==> config.mk <==
export PLATFORM = sky130hd
export DESIGN_NAME = mul_result_stage_8bit
export DESIGN_NICKNAME = d
export VERILOG_FILES = /design/src/rtl/mul_pkg.sv /design/src/rtl/mul_res_fifo.sv /design/src/rtl/mul_result_stage_8bit.sv
export SDC_FILE = /design/constraint.sdc
export NUM_CORES = 1
export LEC_CHECK = 0
export CAP_MARGIN = 40
export CORE_MARGIN = 3
export CORE_UTILIZATION = 45
export DETAILED_ROUTE_END_ITERATION = 7
export PLACE_DENSITY = 0.76
export SYNTH_ARGS = -nofsm -noshare
export SYNTH_HDL_FRONTEND = slang
export SYNTH_SLANG_ARGS = --single-unit
==> constraint.sdc <==
create_clock -name clk -period 3.9 [get_ports clk]
set_input_delay 1.17 -clock clk [delete_from_list [all_inputs] [get_ports clk]]
set_output_delay 1.17 -clock clk [all_outputs]
set_load 0.03 [all_outputs]
==> src/rtl/mul_pkg.sv <==
// Shared types and constants for the multiplier result path.
package mul_pkg;
    localparam int DATA_LEN    = 8;
    localparam int TAG_W       = 4;
    localparam int FUNC3_WIDTH = 3;

    localparam logic [FUNC3_WIDTH-1:0] MUL    = 3'b000;
    localparam logic [FUNC3_WIDTH-1:0] MULH   = 3'b001;
    localparam logic [FUNC3_WIDTH-1:0] MULHSU = 3'b010;
    localparam logic [FUNC3_WIDTH-1:0] MULHU  = 3'b011;

    typedef struct packed {
        logic [DATA_LEN-1:0] data;
        logic [TAG_W-1:0]    tag;
    } mul_res_t;
endpackage

==> src/rtl/mul_res_fifo.sv <==
// DEPTH-entry FIFO of mul_res_t with synchronous flush; head is always visible on rdata.
module mul_res_fifo
    import mul_pkg::*;
#(
    parameter int DEPTH = 2
) (
    input  logic                     clk,
    input  logic                     rst_n,
    input  logic                     flush,
    input  logic                     push,
    input  logic                     pop,
    input  mul_res_t                 wdata,
    output mul_res_t                 rdata,
    output logic [$clog2(DEPTH):0]   count,
    output logic                     full,
    output logic                     empty
);
    localparam int AW = $clog2(DEPTH);
    localparam int CW = AW + 1;

    mul_res_t         r_mem [DEPTH];
    logic [AW-1:0]    r_wptr;
    logic [AW-1:0]    r_rptr;
    logic [CW-1:0]    r_count;

    // Storage carries no reset; nothing reads it while the FIFO is empty.
    always_ff @(posedge clk) begin
        if (push && !flush)
            r_mem[r_wptr] <= wdata;
    end

    // DEPTH is a power of two, so natural pointer overflow is the modulo wrap.
    always_ff @(posedge clk or negedge rst_n) begin
        if (!rst_n) begin
            r_wptr  <= '0;
            r_rptr  <= '0;
            r_count <= '0;
        end else if (flush) begin
            r_wptr  <= '0;
            r_rptr  <= '0;
            r_count <= '0;
        end else begin
            if (push)
                r_wptr <= r_wptr + AW'(1);
            if (pop)
                r_rptr <= r_rptr + AW'(1);
            if (push && !pop)
                r_count <= r_count + CW'(1);
            else if (pop && !push)
                r_count <= r_count - CW'(1);
        end
    end

    assign rdata = r_mem[r_rptr];
    assign count = r_count;
    assign full  = (r_count == CW'(DEPTH));
    assign empty = (r_count == '0);
endmodule

==> src/rtl/mul_result_stage_8bit.sv <==
// Buffers multiplier tree output, selects the M-extension result half at push time,
// and presents it to writeback over valid/ready while counting stall cycles.
module mul_result_stage_8bit #(
    parameter int DATA_LEN = 8,
    parameter int TAG_W    = 4,
    parameter int DEPTH    = 2,
    parameter int STALL_W  = 16
) (
    input  logic                  clk,
    input  logic                  rst_n,
    input  logic                  flush,
    input  logic                  in_valid,
    output logic                  in_ready,
    input  logic [2*DATA_LEN-1:0] in_product,
    input  logic [2:0]            in_func3,
    input  logic [TAG_W-1:0]      in_tag,
    output logic                  out_valid,
    input  logic                  out_ready,
    output logic [DATA_LEN-1:0]   out_data,
    output logic [TAG_W-1:0]      out_tag,
    output logic [STALL_W-1:0]    stall_cnt
);
    import mul_pkg::*;

    localparam int CW = $clog2(DEPTH) + 1;

    function automatic logic [DATA_LEN-1:0] sel_half(
        input logic [2*DATA_LEN-1:0] product,
        input logic [2:0]            func3
    );
        case (func3)
            MULH, MULHSU, MULHU: sel_half = product[2*DATA_LEN-1:DATA_LEN];
            default:             sel_half = product[DATA_LEN-1:0];
        endcase
    endfunction

    mul_res_t             w_wdata;
    mul_res_t             w_head;
    logic [CW-1:0]        w_count;
    logic                 w_full;
    logic                 w_empty;
    logic                 w_push;
    logic                 w_pop;
    logic [STALL_W-1:0]   r_stall_cnt;

    assign w_wdata.data = sel_half(in_product, in_func3);
    assign w_wdata.tag  = in_tag;

    // in_ready depends only on occupancy and flush, never on out_ready.
    assign in_ready  = ~w_full & ~flush;
    assign out_valid = (w_count != '0);
    assign w_push    = in_valid & in_ready;
    assign w_pop     = out_valid & out_ready;

    assign out_data  = w_empty ? '0 : w_head.data;
    assign out_tag   = w_empty ? '0 : w_head.tag;
    assign stall_cnt = r_stall_cnt;

    mul_res_fifo #(
        .DEPTH (DEPTH)
    ) u_fifo (
        .clk   (clk),
        .rst_n (rst_n),
        .flush (flush),
        .push  (w_push),
        .pop   (w_pop),
        .wdata (w_wdata),
        .rdata (w_head),
        .count (w_count),
        .full  (w_full),
        .empty (w_empty)
    );

    // Saturating; flush deliberately leaves the history intact.
    always_ff @(posedge clk or negedge rst_n) begin
        if (!rst_n)
            r_stall_cnt <= '0;
        else if (out_valid && !out_ready && !(&r_stall_cnt))
            r_stall_cnt <= r_stall_cnt + STALL_W'(1);
    end
endmodule
Word-level counts from Yosys, hierarchy flattened
Memories as Yosys holds them, arrays and structs flattened.
Cells that the tools add are included.
{"block": "classes", "reduce_logical": 17, "n_eq_ne": 4, "n_mux": 12, "bitwise_logic": 5, "n_addsub": 5}
{"op": "16-bit by 1-bit adder with 16-bit output, second input constant", "n": 1}
{"op": "8-bit two-way mux", "n": 2}
{"op": "16-bit AND reduction", "n": 1}
{"op": "3-bit by 2-bit == test with 1-bit output, second input constant", "n": 2}
{"op": "1-bit two-way mux", "n": 6}
{"op": "2-bit two-way mux", "n": 3}
{"op": "2-bit nonzero test", "n": 3}
{"op": "1-bit logical AND", "n": 5}
{"op": "1-bit zero test", "n": 5}
{"op": "4-bit two-way mux", "n": 1}
{"op": "1-bit AND", "n": 3}
{"op": "3-bit by 1-bit == test with 1-bit output, second input constant", "n": 1}
{"op": "3-bit nonzero test", "n": 1}
{"op": "3-bit OR reduction", "n": 1}
{"op": "1-bit adder, second input constant", "n": 2}
{"op": "2-bit by 1-bit adder with 2-bit output, second input constant", "n": 1}
{"op": "2-bit == test, second input constant", "n": 1}
{"op": "2-bit zero test", "n": 1}
{"op": "1-bit inverter", "n": 2}
{"op": "2-bit by 1-bit subtractor with 2-bit output, second input constant", "n": 1}
{"block": "totals", "input_bits": 28, "memories": 1, "elab_cells": 48, "register_bits": 20, "output_inout_bits": 30, "ram_bits": 24}
{"name": "u_fifo.r_mem", "depth": 2, "width": 12, "read_ports": 1, "rd_ports_with_merged_regs": 0, "write_ports": 1, "line": "mul_res_fifo.sv:21", "rtl": "mul_res_t r_mem [DEPTH];"}

Logic depth before layout (Yosys ltp)
Gate-level depths: netlist (run 1).
{"block": "logic_depth", "ltp_word": 9, "ltp_mapped": 6, "ltp_nobuf": 5}

Hierarchy
From an unflattened synthesis (run 1), not the netlist that was laid out.
{"block": "hier_totals", "cells_unflattened": 156, "hier_area_um2": 2094.5}
{"mod": "mul_res_fifo", "cells_each": 57, "seq_area_each_um2": 820.8, "instances": 1, "area_each_um2": 1076.0}
{"mod": "mul_result_stage_8bit", "cells_each": 99, "seq_area_each_um2": 400.4, "instances": 1, "area_each_um2": 1018.5}

Worst setup path after synthesis (run 1)
OpenSTA, ideal clock, no wires.
{"block": "synth_timing", "path_type": "input to output", "start": "in flush", "end": "out in_ready", "required_ns": 2.730, "cell_stages": 1, "arrival_ns": 1.707, "slack_ns": 1.023, "path_buffers": 0, "path_cell_list": "a21oi_1"}
{"block": "synth_via", "elab_chain_len": 2}
{"item": "start: declaration", "line": "mul_result_stage_8bit.sv:11", "rtl": "input logic flush,"}
{"item": "1-bit inverter", "line": "mul_result_stage_8bit.sv:50", "rtl": "assign in_ready = ~w_full & ~flush;"}
{"item": "1-bit AND", "line": "mul_result_stage_8bit.sv:50"}
{"item": "end: declaration", "line": "mul_result_stage_8bit.sv:13", "rtl": "output logic in_ready,"}
Every way passes these cells.

Worst setup path in the final report (run 1)
Ends and elaborated chain as after synthesis.

==> results.txt, run 1 <==
number of different library cells in the post-synthesis netlist = 34
count of buffers from port buffering = 57
Worst setup EP type = output pin
synthesized flop and latch total = 44
power per cell area = 424 mW/mm^2
TritonCTS clock tree = done
1st-iter DRT viols = 48
reg-to-reg setup timing slack = 1.97 ns
clock insertion delay at the later pin of the skew report = 0.30 ns
root buf cell = sky130_fd_sc_hd__clkbuf_8
actual slew at the worst max-slew pin = 0.793 ns
DIE WIDTH = 73.2 um
Die Footprint = 0.00536 mm^2
floorplan die height = 73.2 um
Setup Fix Bufs, Post-CTS = 0
cts bufs inserted = 5
wire length of the first global-routing pass = 7250 um
number of inserted filler cells in the final layout = 327
total number of H-tree levels = 2
number of standard-cell rows in the floorplan = 23
worst r2r dst = stall_cnt[1]
number of synthesized flops with an enable pin = 24
worst hold path cell count = 1
commonest register cell after synthesis = sky130_fd_sc_hd__edfxtp_1
Hold Crit Endpoint = stall_cnt[15]
antenna violations before repair = 0
maximum vdd drop = 0.000341 V
residual DRC count = 0
kind of path behind the tightest hold check = reg2reg
clock buffer depth = 2
share of synthesized flip-flops with an asynchronous set or reset = 45.5%
layout cells sized above 1 = 9.91%
length of the first detailed-routing pass in iterations = 4
unrepaired setup endpoints after global routing = no
DR WL/cell = 16.4 um
count of vias placed by the detailed router = 1,467
count of maximum capacitance violations = 0
Setup WS pre-CTS = 0.0774 ns
detailed placement HPWL = 3260 um
run status = complete, no violations
final count of pins violating max slew = 0
post-route non-filler standard cell count = 272
number of buffers inserted for hold repair after clock tree synthesis = 0
clk_skew = 0.00666 ns
core outline area = 0.00417 mm^2
RR Startpoint = stall_cnt[0]
Clock Sinks = 44
sequential fraction of the synthesis area = 60.1%
critical path start-end classification = in2out
Max Clk Rate = 262 MHz
global placer's final weighted congestion = 0.862
synth warn = 0
clock edge transition at the registers on the reported setup and hold paths = 0.08 ns
Leakage = 1.05 nW
Max Fanout on Critical Path = 5
summed instance area of the synthesized netlist = 0.00203 mm^2
time the worst path needs with I/O delays and setup = 3.82 ns
final hold slack = 0.497 ns
type of element launching the critical path = input pin
period utilisation layout = 97.9%
net total in the final layout = 250
post-synth net total = 190
GRT Resource Usage Total = 18.1%
Detail Route Antenna Nets = 0
Final WS setup = 0.0818 ns
total overflow reported by the global router = 0
placed insts = 264
utilization after layout = 65.8%
area added between synthesis and finish = 35.1%
Detailed Route WL = 4450 um
vias in the first global route = 1,587
Mapped Avg Cell Area = 12.6 um^2
max_slew headroom = 47.0%
largest net degree at the start of global routing = 20
starting density of the core = 48.7%
depth of the most critical reg-to-reg path = 5
final total negative setup slack = 0 ns
via density per instance = 5.39
antenna cell count = 0
required time of the critical path = 2.73 ns
# IOs = 58
cell count after synthesis = 161
worst min-delay path startpoint = stall_cnt[15]
number of cells upsized or downsized after cts = 0
data arrival time of the critical path = 2.65 ns
count of final hold-check violations = 0
setup-violating endpoint count in the final report = 0
[flip-flops by register name (all words and copies together), names as in the netlist]
| register | flops |
|---|---|
| u_fifo.r_rptr | 1 |
| u_fifo.r_mem | 24 |
| u_fifo.count | 2 |
| u_fifo.r_wptr | 1 |
| stall_cnt | 16 |
[final cells by class]
| class | count | area, um^2 | area share [%] |
|---|---|---|---|
| flip-flops and latches | 44 | 1220 | 44.5 |
| multi-input cells | 109 | 776 | 28.3 |
| repair buffers | 59 | 593 | 21.6 |
| clock buffers | 6 | 72.6 | 2.64 |
| well taps | 50 | 62.6 | 2.28 |
| clock inverters | 2 | 12.5 | 0.456 |
| inverters | 2 | 7.51 | 0.273 |
[metal layers]
layer	global-route usage [%]	part of all wire [%]	vias to the layer above
met5	0	0	-
met4	7.79	2.0	0
met3	5.92	8.3	10
met2	29.8	48	64
met1	21.7	41	688
li1	-	-	705
[worst max-delay path, stage by stage]
cell	delay [ns]
sky130_fd_sc_hd__clkdlybuf4s50_1	0.49
sky130_fd_sc_hd__a21oi_1	0.25
sky130_fd_sc_hd__clkdlybuf4s50_1	0.73
[worst max path at each step]
stage	end	startpoint	slack, ns
2_1_floorplan	in_ready	flush	1.02
3_3_place_gp	in_ready	flush	0.19
3_5_place_dp	in_ready	flush	0.08
4_1_cts	in_ready	flush	0.08
5_1_grt	in_ready	flush	0.03
6_report	in_ready	flush	0.08
[placed cells by master, fill, tap and decap left out, types with 2 or more instances in the layout]
cell	count
sky130_fd_sc_hd__dfrtp_1	20
sky130_fd_sc_hd__nand2_1	5
sky130_fd_sc_hd__xor2_1	9
sky130_fd_sc_hd__nor4_2	2
sky130_fd_sc_hd__nand3_1	10
sky130_fd_sc_hd__o21bai_1	2
sky130_fd_sc_hd__xnor2_1	7
sky130_fd_sc_hd__and3_1	3
sky130_fd_sc_hd__nand2b_1	2
sky130_fd_sc_hd__mux2_2	8
sky130_fd_sc_hd__nand4_1	4
sky130_fd_sc_hd__inv_1	2
sky130_fd_sc_hd__mux2i_1	13
sky130_fd_sc_hd__clkdlybuf4s50_1	57
sky130_fd_sc_hd__nor4_1	2
sky130_fd_sc_hd__nor3_1	4
sky130_fd_sc_hd__a21oi_1	2
sky130_fd_sc_hd__clkbuf_8	5
sky130_fd_sc_hd__nor2_1	22
sky130_fd_sc_hd__edfxtp_1	24
[synth_stat cells, drive strengths merged (2+ instances only)]
master	count	area (um^2)
mux2	9	101
inv	2	7.51
mux2i	13	130
dfrtp	20	500
and3	4	26.3
o21bai	2	15.0
edfxtp	24	721
nand2	5	18.8
nor4	4	37.5
nand2b	2	12.5
nand3	10	50.1
nor3	4	20.0
nand4	5	37.5
nor2	22	82.6
buf	4	20.0
xnor2	7	61.3
xor2	9	78.8
a21oi	2	10.0
clkbuf	2	7.51
[power breakdown]
group / internal [mW] / total (mW) / switching, mW
clock: 0.125 / 0.278 / 0.152
sequential: 0.535 / 0.591 / 0.0559
combinational: 0.137 / 0.296 / 0.159
[logic make-up (layout without fill, tap and decap cells)]
| family | count (synthesis) | count (layout) | synth area share, % |
|---|---|---|---|
| and+or+nand+nor | 60 | 60 | 15.8 |
| DFF | 44 | 44 | 60.1 |
| muxes | 22 | 22 | 11.4 |
| xor gates and xnor gates | 16 | 16 | 6.90 |
| AOI/OAI and AO/OA | 10 | 10 | 3.45 |
| buffers and inverters | 8 | 69 | 1.72 |
| adders and majority gates | 1 | 1 | 0.616 |
[stage by stage]
| step | cell area (um^2) | total power [mW] |
|---|---|---|
| final | 2750 | 1.16 |
| after global placement | 2650 | 0.886 |
| after CTS | 2750 | 1.18 |
| after detailed placement | 2660 | 0.897 |
| after global routing | 2750 | 1.23 |
| after floorplan | 2030 | 0.755 |
(Power assumes the default switching activity.)
==> run 2, diff against run 1 <==
CTS_CLUSTER_SIZE = 30   (was not set)
PLACE_DENSITY = 0.72   (was 0.76)
==> results.txt, run 2 (synthesized netlist as in run 1, its figures left out) <==
run status = complete, no violations
critical path start-end classification = in2out
max_slew headroom = 44.4%
leading cell type in the layout, fill and taps excluded = sky130_fd_sc_hd__clkdlybuf4s50_1
floorplan die height = 73.2 um
data arrival time of the critical path = 2.60 ns
reg-to-reg setup timing slack = 1.92 ns
Largest register FFs = 24
Hold Crit Endpoint = stall_cnt[15]
1st-iter DRT viols = 96
clock edge transition at the registers on the reported setup and hold paths = 0.08 ns
worst r2r dst = stall_cnt[1]
area added between synthesis and finish = 36.2%
most frequent cells in the layout = 57 x sky130_fd_sc_hd__clkdlybuf4s50_1, 24 x sky130_fd_sc_hd__edfxtp_1, 22 x sky130_fd_sc_hd__nor2_1
count of vias placed by the detailed router = 1,480
total overflow reported by the global router = 0
Detailed Route WL = 4450 um
slowest cell delay on critical path = 0.71 ns
depth of the most critical reg-to-reg path = 5
Most common cell on crit path = sky130_fd_sc_hd__clkdlybuf4s50_1
kind of path behind the tightest hold check = reg2reg
via density per instance = 5.44
wire length of the first global-routing pass = 7220 um
count of buffers from port buffering = 57
number of standard-cell rows in the floorplan = 23
post-route non-filler standard cell count = 272
global placer's final weighted congestion = 0.866
detailed placement HPWL = 3230 um
period utilisation layout = 96.7%
Clock Sinks = 44
Leakage = 1.06 nW
Setup Fix Bufs, Post-CTS = 0
power per cell area = 446 mW/mm^2
starting density of the core = 48.7%
top cell family by delay on the critical path = buffers and inverters
antenna cell count = 0
number of buffers inserted for hold repair after clock tree synthesis = 0
required time of the critical path = 2.73 ns
final hold slack = 0.525 ns
number of cells upsized or downsized after cts = 0
Max Fanout on Critical Path = 5
TritonCTS clock tree = done
Worst setup EP type = output pin
maximum vdd drop = 0.000407 V
root buf cell = sky130_fd_sc_hd__clkbuf_8
clk_skew = 0.00425 ns
final count of pins violating max slew = 0
unrepaired setup endpoints after global routing = no
time the worst path needs with I/O delays and setup = 3.77 ns
type of element launching the critical path = input pin
crit-path cells = clkdlybuf4s50_1 -> a21oi_1 -> clkdlybuf4s50_1
DIE WIDTH = 73.2 um
count of maximum capacitance violations = 0
length of the first detailed-routing pass in iterations = 4
residual DRC count = 0
placed insts = 264
layout cells sized above 1 = 9.91%
largest register by flop count = u_fifo.r_mem
slowest CP cell = sky130_fd_sc_hd__clkdlybuf4s50_1
# IOs = 58
final total negative setup slack = 0 ns
worst hold path cell count = 1
cts bufs inserted = 5
net total in the final layout = 250
Die Footprint = 0.00536 mm^2
antenna violations before repair = 0
DR WL/cell = 16.4 um
RR Startpoint = stall_cnt[0]
clock buffer depth = 2
setup-violating endpoint count in the final report = 0
Max Clk Rate = 265 MHz
largest net degree at the start of global routing = 15
worst min-delay path startpoint = stall_cnt[15]
core outline area = 0.00417 mm^2
clock insertion delay at the later pin of the skew report = 0.30 ns
GRT Resource Usage Total = 17.8%
vias in the first global route = 1,508
total number of H-tree levels = 2
number of buffers and inverters on the critical path = 2
actual slew at the worst max-slew pin = 0.831 ns
Detail Route Antenna Nets = 0
count of final hold-check violations = 0
utilization after layout = 66.3%
-- run 2: cell count changes in the layout (fill, tap and decap cells not counted), sizes merged --
cell	before	now
bufinv	0	1
clkbuf	6	5
clkinv	1	2
clkinvlp	1	0
-- run 2: cell type report --
cell class                      instances  area (um^2)
Fill cell                             325         1410
Clock inverter                          3         42.5
Sequential cell                        44         1220
Tap cell                               50         62.6
Inverter                                2         7.51
Timing Repair Buffer                   59          589
Clock buffer                            5         68.8
Multi-Input combinational cell        109          776
-- run 2: worst max path at each step --
stage | from | to | slack (ns) | depth (start not counted)
final | flush | in_ready | 0.13 | 3
after global routing | flush | in_ready | 0.05 | 3
after CTS | flush | in_ready | 0.11 | 3
after detailed placement | flush | in_ready | 0.11 | 3
after global placement | flush | in_ready | 0.19 | 3
after floorplan | flush | in_ready | 1.02 | 1
-- run 2: metrics by stage --
step	worst slack, ns	total power, mW	area [um^2]
after CTS	0.111	1.24	2770
after global routing	0.0518	1.29	2770
after detailed placement	0.109	0.897	2660
after global placement	0.190	0.887	2650
after floorplan	1.02	0.755	2030
final	0.129	1.23	2770
-- run 2: power breakdown --
part / switching [mW] / total, mW / leakage [nW] / internal (mW)
clock network: 0.158 / 0.347 / 0.0558 / 0.190
registers: 0.0570 / 0.592 / 0.489 / 0.535
logic: 0.157 / 0.294 / 0.517 / 0.137
total: 0.372 / 1.23 / 1.06 / 0.862
-- run 2: routing by layer --
metal / up-vias / share of wire [%] / global-route usage (%)
met1: 711 / 43 / 22.4
met5: - / 0 / 0
met2: 59 / 49 / 29.9
met3: 8 / 7.0 / 4.13
li1: 702 / - / -
met4: 0 / 1.5 / 6.35
